[src/rtl/vliw_bundle_scheduler.sv]
// vliw_bundle_scheduler
// Front-end for a 4-slot VLIW core. Scalar ops arrive in order on a
// valid/ready stream. They are buffered in a FIFO, and each cycle up to four
// of them are packed into one 128-bit bundle in program order. A bundle never
// contains an intra-bundle RAW or WAW hazard. MUL ops only go to slots whose
// MUL_SLOTS bit is set.
//
// Ports
//   clk, rst       rising-edge clock, synchronous active-high reset
//   in_valid       in_instr is valid
//   in_instr[31:0] [31]=valid [30:12]=imm19 [11:9]=src2 [8:6]=src1 [5:3]=dest [2:0]=op
//   in_ready       op accepted when in_valid && in_ready
//   hold           1 = issue nothing this cycle
//   bundle_o       registered bundle, slot s = bundle_o[32*s +: 32], empty slot = 0
//   bundle_valid   registered, 1 when bundle_o holds at least one op
//   bundle_cnt     non-empty bundles issued (saturating)
//   instr_cnt      ops issued (saturating)
//   drop_cnt       ops discarded at enqueue (saturating)
module vliw_bundle_scheduler #(
    parameter int         DEPTH     = 8,
    parameter logic [3:0] MUL_SLOTS = 4'b0011,
    parameter int         CNT_W     = 16
) (
    input  logic               clk,
    input  logic               rst,
    input  logic               in_valid,
    input  logic [31:0]        in_instr,
    output logic               in_ready,
    input  logic               hold,
    output logic [127:0]       bundle_o,
    output logic               bundle_valid,
    output logic [CNT_W-1:0]   bundle_cnt,
    output logic [CNT_W-1:0]   instr_cnt,
    output logic [CNT_W-1:0]   drop_cnt
);
    localparam int PTR_W = $clog2(DEPTH);
    localparam logic [2:0] OP_ADD  = 3'b000;
    localparam logic [2:0] OP_MUL  = 3'b001;
    localparam logic [2:0] OP_ADDI = 3'b010;
    localparam logic [2:0] OP_MOV  = 3'b100;

    logic [31:0]      mem_q [DEPTH];
    logic [PTR_W-1:0] rd_ptr_q, rd_ptr_d, wr_ptr_q, wr_ptr_d;
    logic [PTR_W:0]   count_q, count_d;
    logic [127:0]     bundle_q, bundle_d;
    logic             bundle_valid_q, bundle_valid_d;
    logic [CNT_W-1:0] bundle_cnt_q, bundle_cnt_d;
    logic [CNT_W-1:0] instr_cnt_q, instr_cnt_d;
    logic [CNT_W-1:0] drop_cnt_q, drop_cnt_d;

    logic        op_legal, push, drop, issue;
    logic [2:0]  pop_k;
    logic [31:0] head_entry [4];
    logic [3:0]  head_present;

    function automatic logic [CNT_W-1:0] sat_add(input logic [CNT_W-1:0] a, input logic [2:0] b);
        logic [CNT_W:0] sum;
        sum = {1'b0, a} + (CNT_W+1)'(b);
        return sum[CNT_W] ? {CNT_W{1'b1}} : sum[CNT_W-1:0];
    endfunction

    // Head window: the first four FIFO entries, present only if count covers them.
    generate
        for (genvar gi = 0; gi < 4; gi++) begin : g_head
            logic [PTR_W-1:0] idx;
            assign idx              = rd_ptr_q + PTR_W'(gi);
            assign head_entry[gi]   = mem_q[idx];
            assign head_present[gi] = (count_q > (PTR_W+1)'(gi));
        end
    endgenerate

    // Packer: walk the head window in order, stop at the first hazard or
    // the first MUL with no MUL-capable slot left.
    logic [127:0] pack_bundle;
    logic [2:0]   pack_k;
    logic [7:0]   wr_mask, rd_mask;
    logic [3:0]   slot_used;
    logic         stop, is_mul, found;
    logic [1:0]   slot_sel;
    logic [2:0]   op_i, dst_i, s1_i, s2_i;

    always_comb begin
        pack_bundle = '0;
        pack_k      = '0;
        wr_mask     = '0;
        rd_mask     = '0;
        slot_used   = '0;
        stop        = 1'b0;
        is_mul      = 1'b0;
        found       = 1'b0;
        slot_sel    = '0;
        op_i        = '0;
        dst_i       = '0;
        s1_i        = '0;
        s2_i        = '0;
        for (int i = 0; i < 4; i++) begin
            op_i   = head_entry[i][2:0];
            dst_i  = head_entry[i][5:3];
            s1_i   = head_entry[i][8:6];
            s2_i   = head_entry[i][11:9];
            is_mul = (op_i == OP_MUL);
            rd_mask = '0;
            if (op_i == OP_ADD || op_i == OP_MUL)
                rd_mask = (8'b1 << s1_i) | (8'b1 << s2_i);
            else if (op_i == OP_ADDI)
                rd_mask = 8'b1 << s1_i;
            // Preferred slot: MUL-capable for MUL, non-MUL-capable otherwise,
            // so plain ops leave the MUL slots free for later MULs.
            found    = 1'b0;
            slot_sel = '0;
            for (int s = 0; s < 4; s++) begin
                if (!found && !slot_used[s] && (MUL_SLOTS[s] == is_mul)) begin
                    found    = 1'b1;
                    slot_sel = 2'(s);
                end
            end
            if (!is_mul) begin
                for (int s = 0; s < 4; s++) begin
                    if (!found && !slot_used[s]) begin
                        found    = 1'b1;
                        slot_sel = 2'(s);
                    end
                end
            end
            if (head_present[i] && !stop) begin
                if ((rd_mask & wr_mask) != 8'b0 || wr_mask[dst_i] || !found) begin
                    stop = 1'b1;
                end else begin
                    pack_bundle[32*slot_sel +: 32] = head_entry[i];
                    slot_used[slot_sel]            = 1'b1;
                    wr_mask[dst_i]                 = 1'b1;
                    pack_k                         = pack_k + 3'd1;
                end
            end
        end
    end

    always_comb begin
        in_ready = !rst && (count_q < (PTR_W+1)'(DEPTH));
        op_legal = in_instr[31] && (in_instr[2:0] == OP_ADD || in_instr[2:0] == OP_MUL ||
                                    in_instr[2:0] == OP_ADDI || in_instr[2:0] == OP_MOV);
        push     = in_valid && in_ready && op_legal;
        drop     = in_valid && in_ready && !op_legal;
        issue    = !hold && (count_q != '0);
        pop_k    = issue ? pack_k : 3'd0;

        rd_ptr_d = rd_ptr_q + PTR_W'(pop_k);
        wr_ptr_d = wr_ptr_q + PTR_W'(push);
        count_d  = count_q + (PTR_W+1)'(push) - (PTR_W+1)'(pop_k);

        bundle_d       = issue ? pack_bundle : 128'h0;
        bundle_valid_d = issue;
        bundle_cnt_d   = sat_add(bundle_cnt_q, {2'b00, issue});
        instr_cnt_d    = sat_add(instr_cnt_q, pop_k);
        drop_cnt_d     = sat_add(drop_cnt_q, {2'b00, drop});
    end

    always_ff @(posedge clk) begin
        if (rst) begin
            rd_ptr_q       <= '0;
            wr_ptr_q       <= '0;
            count_q        <= '0;
            bundle_q       <= '0;
            bundle_valid_q <= 1'b0;
            bundle_cnt_q   <= '0;
            instr_cnt_q    <= '0;
            drop_cnt_q     <= '0;
        end else begin
            rd_ptr_q       <= rd_ptr_d;
            wr_ptr_q       <= wr_ptr_d;
            count_q        <= count_d;
            bundle_q       <= bundle_d;
            bundle_valid_q <= bundle_valid_d;
            bundle_cnt_q   <= bundle_cnt_d;
            instr_cnt_q    <= instr_cnt_d;
            drop_cnt_q     <= drop_cnt_d;
        end
    end

    // Storage has no reset; stale entries are masked by count_q.
    always_ff @(posedge clk) begin
        if (push)
            mem_q[wr_ptr_q] <= in_instr;
    end

    assign bundle_o     = bundle_q;
    assign bundle_valid = bundle_valid_q;
    assign bundle_cnt   = bundle_cnt_q;
    assign instr_cnt    = instr_cnt_q;
    assign drop_cnt     = drop_cnt_q;
endmodule

[config.mk]
export PLATFORM = sky130hd
export DESIGN_NAME = vliw_bundle_scheduler
export DESIGN_NICKNAME = d
export VERILOG_FILES = /design/src/rtl/vliw_bundle_scheduler.sv
export SDC_FILE = /design/constraint.sdc
export NUM_CORES = 1
export LEC_CHECK = 0
export ABC_AREA = 1
export BUFFER_PORTS_ARGS = -buffer_cell sky130_fd_sc_hd__buf_2
export CAP_MARGIN = 20
export CELL_PAD_IN_SITES_DETAIL_PLACEMENT = 1
export CELL_PAD_IN_SITES_GLOBAL_PLACEMENT = 1
export CORE_ASPECT_RATIO = 0.8
export CORE_UTILIZATION = 41
export CTS_CLUSTER_SIZE = 30
export DETAILED_ROUTE_END_ITERATION = 8
export PLACE_DENSITY = 0.81
export SLEW_MARGIN = 20
export SYNTH_ARGS = -nofsm -noshare
export SYNTH_HDL_FRONTEND = slang
export SYNTH_SLANG_ARGS = --single-unit
[constraint.sdc]
create_clock -name clk -period 6.9 [get_ports clk]
set_input_delay 1.725 -clock clk [delete_from_list [all_inputs] [get_ports clk]]
set_output_delay 1.725 -clock clk [all_outputs]
set_load 0.03 [all_outputs]
==> impl_results.html <==
<table>
<tr><th>Metric</th><th>Value</th></tr>
<tr><th colspan="2">Status</th></tr>
<tr><td>Outcome</td><td>complete, no violations</td></tr>
<tr><th colspan="2">CTS</th></tr>
<tr><td>Insertion delay to the later sink of the worst-skew pair</td><td>0.64 ns</td></tr>
<tr><td>Clock-pin slew of the registers on the worst-case setup and hold paths</td><td>about 0.070 ns</td></tr>
<tr><td>H-tree levels</td><td>2</td></tr>
<tr><td>Buffer levels on the longest clock path</td><td>3</td></tr>
<tr><td>Count of hold-fix buffers inserted at cts</td><td>0</td></tr>
<tr><td>Clk sinks</td><td>443</td></tr>
<tr><td>Cell chosen for the clock root</td><td>clkbuf_16</td></tr>
<tr><td>CTS tree</td><td>yes</td></tr>
<tr><td>Cts bufs inserted</td><td>47</td></tr>
<tr><th colspan="2">Synthesis</th></tr>
<tr><td>Top cells by area, synth</td><td>edfxtp_1, dfxtp_1, nand2_1</td></tr>
<tr><td>Synth top area share</td><td>between 20% and 30%</td></tr>
<tr><td>Post-synthesis sequential element count</td><td>443</td></tr>
<tr><td>Share of synthesized registers carrying an async set or reset</td><td>0%</td></tr>
<tr><td>Count leader, synth</td><td>nand2_1</td></tr>
<tr><td>Gate count after technology mapping</td><td>3734</td></tr>
<tr><td>Mapped Nets</td><td>3806</td></tr>
<tr><td>Post-synthesis instance area</td><td>27400 µm²</td></tr>
<tr><td>Number of distinct library cells after synthesis</td><td>55</td></tr>
<tr><td>Post-synthesis average cell area</td><td>about 7.3 µm²</td></tr>
<tr><td>Part of the Yosys area used for sequential elements</td><td>41.7%</td></tr>
<tr><td>Commonest register cell after synthesis</td><td>edfxtp_1</td></tr>
<tr><td>Commonest cells in the netlist</td><td>nand2_1, o21ai_0, nor2_1, inv_1, edfxtp_1</td></tr>
<tr><td>Number of enable-type register cells in the synthesized netlist</td><td>256</td></tr>
<tr><td>Count of warnings emitted by yosys</td><td>0</td></tr>
<tr><td>Cell accounting for the most synthesized area</td><td>edfxtp_1</td></tr>
<tr><th colspan="2">Setup path</th></tr>
<tr><td>Highest fanout seen on the critical path</td><td>between 60 and 70</td></tr>
<tr><td>Reg2reg end</td><td>instr_cnt[14]</td></tr>
<tr><td>Endpoint arrival time on the critical path</td><td>6.99 ns</td></tr>
<tr><td>Critical path launch point type</td><td>flip-flop</td></tr>
<tr><td>Worst path max stage delay</td><td>just under 0.6 ns</td></tr>
<tr><td>Worst R2R Path Depth</td><td>36</td></tr>
<tr><td>Crit path kind</td><td>flip-flop to flip-flop</td></tr>
<tr><td>Critical path endpoint category</td><td>flip-flop</td></tr>
<tr><td>Slowest cell on the critical path</td><td>buf_4</td></tr>
<tr><td>Most Frequent Cell on Critical Path</td><td>nand2_1</td></tr>
<tr><td>Reg2reg setup slack</td><td>0.42 ns</td></tr>
<tr><td>R2r startpoint</td><td>rd_ptr_q[0]</td></tr>
<tr><td>CP Data Required Time</td><td>7.40 ns</td></tr>
<tr><th colspan="2">Die</th></tr>
<tr><td>Core footprint</td><td>around 66000 µm²</td></tr>
<tr><td># IOs</td><td>214</td></tr>
<tr><td>Total Die Area</td><td>67800 µm²</td></tr>
<tr><td>Initial core utilization</td><td>41.6%</td></tr>
<tr><td>DIE WIDTH</td><td>291 µm</td></tr>
<tr><td>Number of core rows</td><td>84</td></tr>
<tr><td>Vert. Die Dim</td><td>233 µm</td></tr>
<tr><th colspan="2">Placement</th></tr>
<tr><td>Count of input and output buffers</td><td>213</td></tr>
<tr><td>Placer's final routability congestion estimate</td><td>0.958</td></tr>
<tr><td>Final HPWL from detailed placement</td><td>77600 µm</td></tr>
<tr><th colspan="2">STA</th></tr>
<tr><td>Final max-slew violation count</td><td>0</td></tr>
<tr><td>Normalized max-slew margin</td><td>between 20% and 30%</td></tr>
<tr><td>Shortest period the worst path allows</td><td>around 6.5 ns</td></tr>
<tr><td>Final count of hold timing violations</td><td>0</td></tr>
<tr><td>Total negative setup slack</td><td>0 ns</td></tr>
<tr><td>Setup repair after global routing missed its margin</td><td>false</td></tr>
<tr><td>Top achievable clock speed</td><td>154 MHz</td></tr>
<tr><td>Final period util</td><td>about 94%</td></tr>
<tr><td>Final worst hold slack</td><td>0.564 ns</td></tr>
<tr><td>Worst Clk Skew</td><td>0.0420 ns</td></tr>
<tr><td>Slew at the pin closest to its max-slew limit</td><td>about 1.1 ns</td></tr>
<tr><td>Final setup viols</td><td>0</td></tr>
<tr><th colspan="2">Finish</th></tr>
<tr><td>Area added between synthesis and finish</td><td>13.3%</td></tr>
<tr><td>Total area of multi-input combinational cells</td><td>approximately 14000 µm²</td></tr>
<tr><td># fillers</td><td>approximately 8000</td></tr>
<tr><td>Layout Nets</td><td>~3900</td></tr>
<tr><td>Area taken by flip-flops and latches</td><td>11400 µm²</td></tr>
<tr><td>Share of cells above drive strength 1</td><td>15.2%</td></tr>
<tr><th colspan="2">Route</th></tr>
<tr><td>Routed metal-1 wirelength</td><td>around 50000 µm</td></tr>
<tr><td>First-pass DRT Iterations</td><td>5</td></tr>
<tr><td>Mean routed wirelength per cell</td><td>around 23 µm</td></tr>
<tr><td>DR WL met3</td><td>between 10000 and 15000 µm</td></tr>
<tr><td>Total wire length after detailed routing</td><td>109000 µm</td></tr>
<tr><td>Topmost layer with routed signal wires</td><td>met5</td></tr>
<tr><td>Final routed DRC violation total</td><td>0</td></tr>
<tr><td>Total number of vias</td><td>27797</td></tr>
<tr><td>Detail Route met2 WL</td><td>44300 µm</td></tr>
<tr><td>Detail Route Antenna Nets</td><td>0</td></tr>
<tr><td>Via density per instance</td><td>5.86</td></tr>
<tr><td>Number of design-rule violations left by the first detailed-router iteration</td><td>3266</td></tr>
<tr><th colspan="2">GRT</th></tr>
<tr><td>Global-route wire length before repair</td><td>162000 µm</td></tr>
<tr><td>Overall global routing resource usage</td><td>31.0%</td></tr>
<tr><td>Overflow left after global routing</td><td>0</td></tr>
<tr><td>Number of antenna violations at the first check in global routing</td><td>8</td></tr>
<tr><td>Largest net degree at the start of global routing</td><td>129</td></tr>
<tr><td>Number of global-route vias before repair</td><td>26389</td></tr>
<tr><th colspan="2">Run</th></tr>
<tr><td>Max-cap check violation count</td><td>0</td></tr>
<tr><th colspan="2">Min path</th></tr>
<tr><td>Worst Hold Class</td><td>flip-flop to flip-flop</td></tr>
<tr><td>Hold path depth</td><td>2</td></tr>
<tr><td>Worst-case hold path end point</td><td>instr_cnt[10]</td></tr>
<tr><td>HP Start</td><td>instr_cnt[10]</td></tr>
</table>
==> layout make-up <==
type | instances | share of cell area [%]
Antenna cell | 1 | 0.00807
Clock buffer | 61 | 4.06
Sequential cell | 443 | 36.9
Clock inverter | 26 | 0.807
Timing Repair Buffer | 314 | 6.37
Inverter | 348 | 4.25
Multi-Input combinational cell | 2689 | 44.2
Tap cell | 860 | 3.47
==> per-layer routing <==
layer  vias to the layer above  global-route usage [%]
met3                       150                    9.37
met1                     13501                    45.6
met2                      1298                    44.0
li1                      12832                       -
met5                         -                       0
met4                        16                    7.18
==> cell families (layout without fill, tap and decap cells) <==
logic type | after synthesis | in the layout | synth area share, %
AND/OR/NAND/NOR | 1744 | 1744 | 27.1
AO/OA/AOI/OAI | 857 | 857 | 18.7
buffers and inverters | 602 | 749 | 8.94
flip-flops | 443 | 443 | 41.7
multiplexers | 16 | 16 | 0.585
adder cells (fa/ha/maj) | 36 | 36 | 1.73
other | 0 | 1 | 0
XOR/XNOR | 36 | 36 | 1.15
==> worst max-delay path: cells and delay by family (launching register included) <==
kind | cells | cell delay (ns)
compound gates | 4 | 0.62
xor+xnor | 1 | 0.12
fa+ha+maj | 2 | 0.49
buf+inv | 5 | 1.29
flops | 1 | 0.38
mux | 1 | 0.33
simple gates | 23 | 3.02
==> registers in the layout (all words and copies together) (netlist names) <==
name	count
count_q	4
bundle_cnt	16
wr_ptr_q	3
bundle_valid	1
bundle_o	128
rd_ptr_q	3
instr_cnt	16
mem_q	256
drop_cnt	16
==> worst max path at each step <==
stage / startpoint / to / slack (ns) / cells after the start
finish: rd_ptr_q[0] / instr_cnt[14] / 0.42 / 36
global route: rd_ptr_q[1] / instr_cnt[15] / 0.01 / 49
CTS: rd_ptr_q[1] / instr_cnt[14] / 0.04 / 44
detailed placement: rd_ptr_q[1] / instr_cnt[14] / 0.10 / 44
global placement: rd_ptr_q[1] / instr_cnt[14] / 0.30 / 44
floorplan: rd_ptr_q[0] / instr_cnt[14] / 0.04 / 53
==> what timing repair did <==
item | CTS | global route
endpoints found under the setup margin | 0 | 48
resized for setup | 0 | 30
setup buffers | 0 | 14
==> metrics by stage <==
step	instance area, µm²	cells	util (%)	setup WS [ns]
6_report	31000	4742	47.1	0.415
5_1_grt	31000	4742	47.1	0.0112
4_1_cts	30700	4722	46.5	0.0399
3_5_place_dp	29200	4635	44.2	0.101
3_3_place_gp	29200	4635	44.2	0.303
2_1_floorplan	27400	3734	-	0.0361
==> cells in the final DEF, fill, tap and decap left out, types with 86 or more instances in the layout <==
master	count
edfxtp_1	256
o22ai_1	86
dfxtp_1	184
or2_2	92
buf_4	90
o21ai_0	387
a21oi_1	155
nand2_1	928
nor2_1	379
buf_2	213
inv_1	328
nand3_1	153
Power is left out: the tool's default activity adds up to more than one toggle a clock period on the data nets, which glitch-free logic cannot reach.
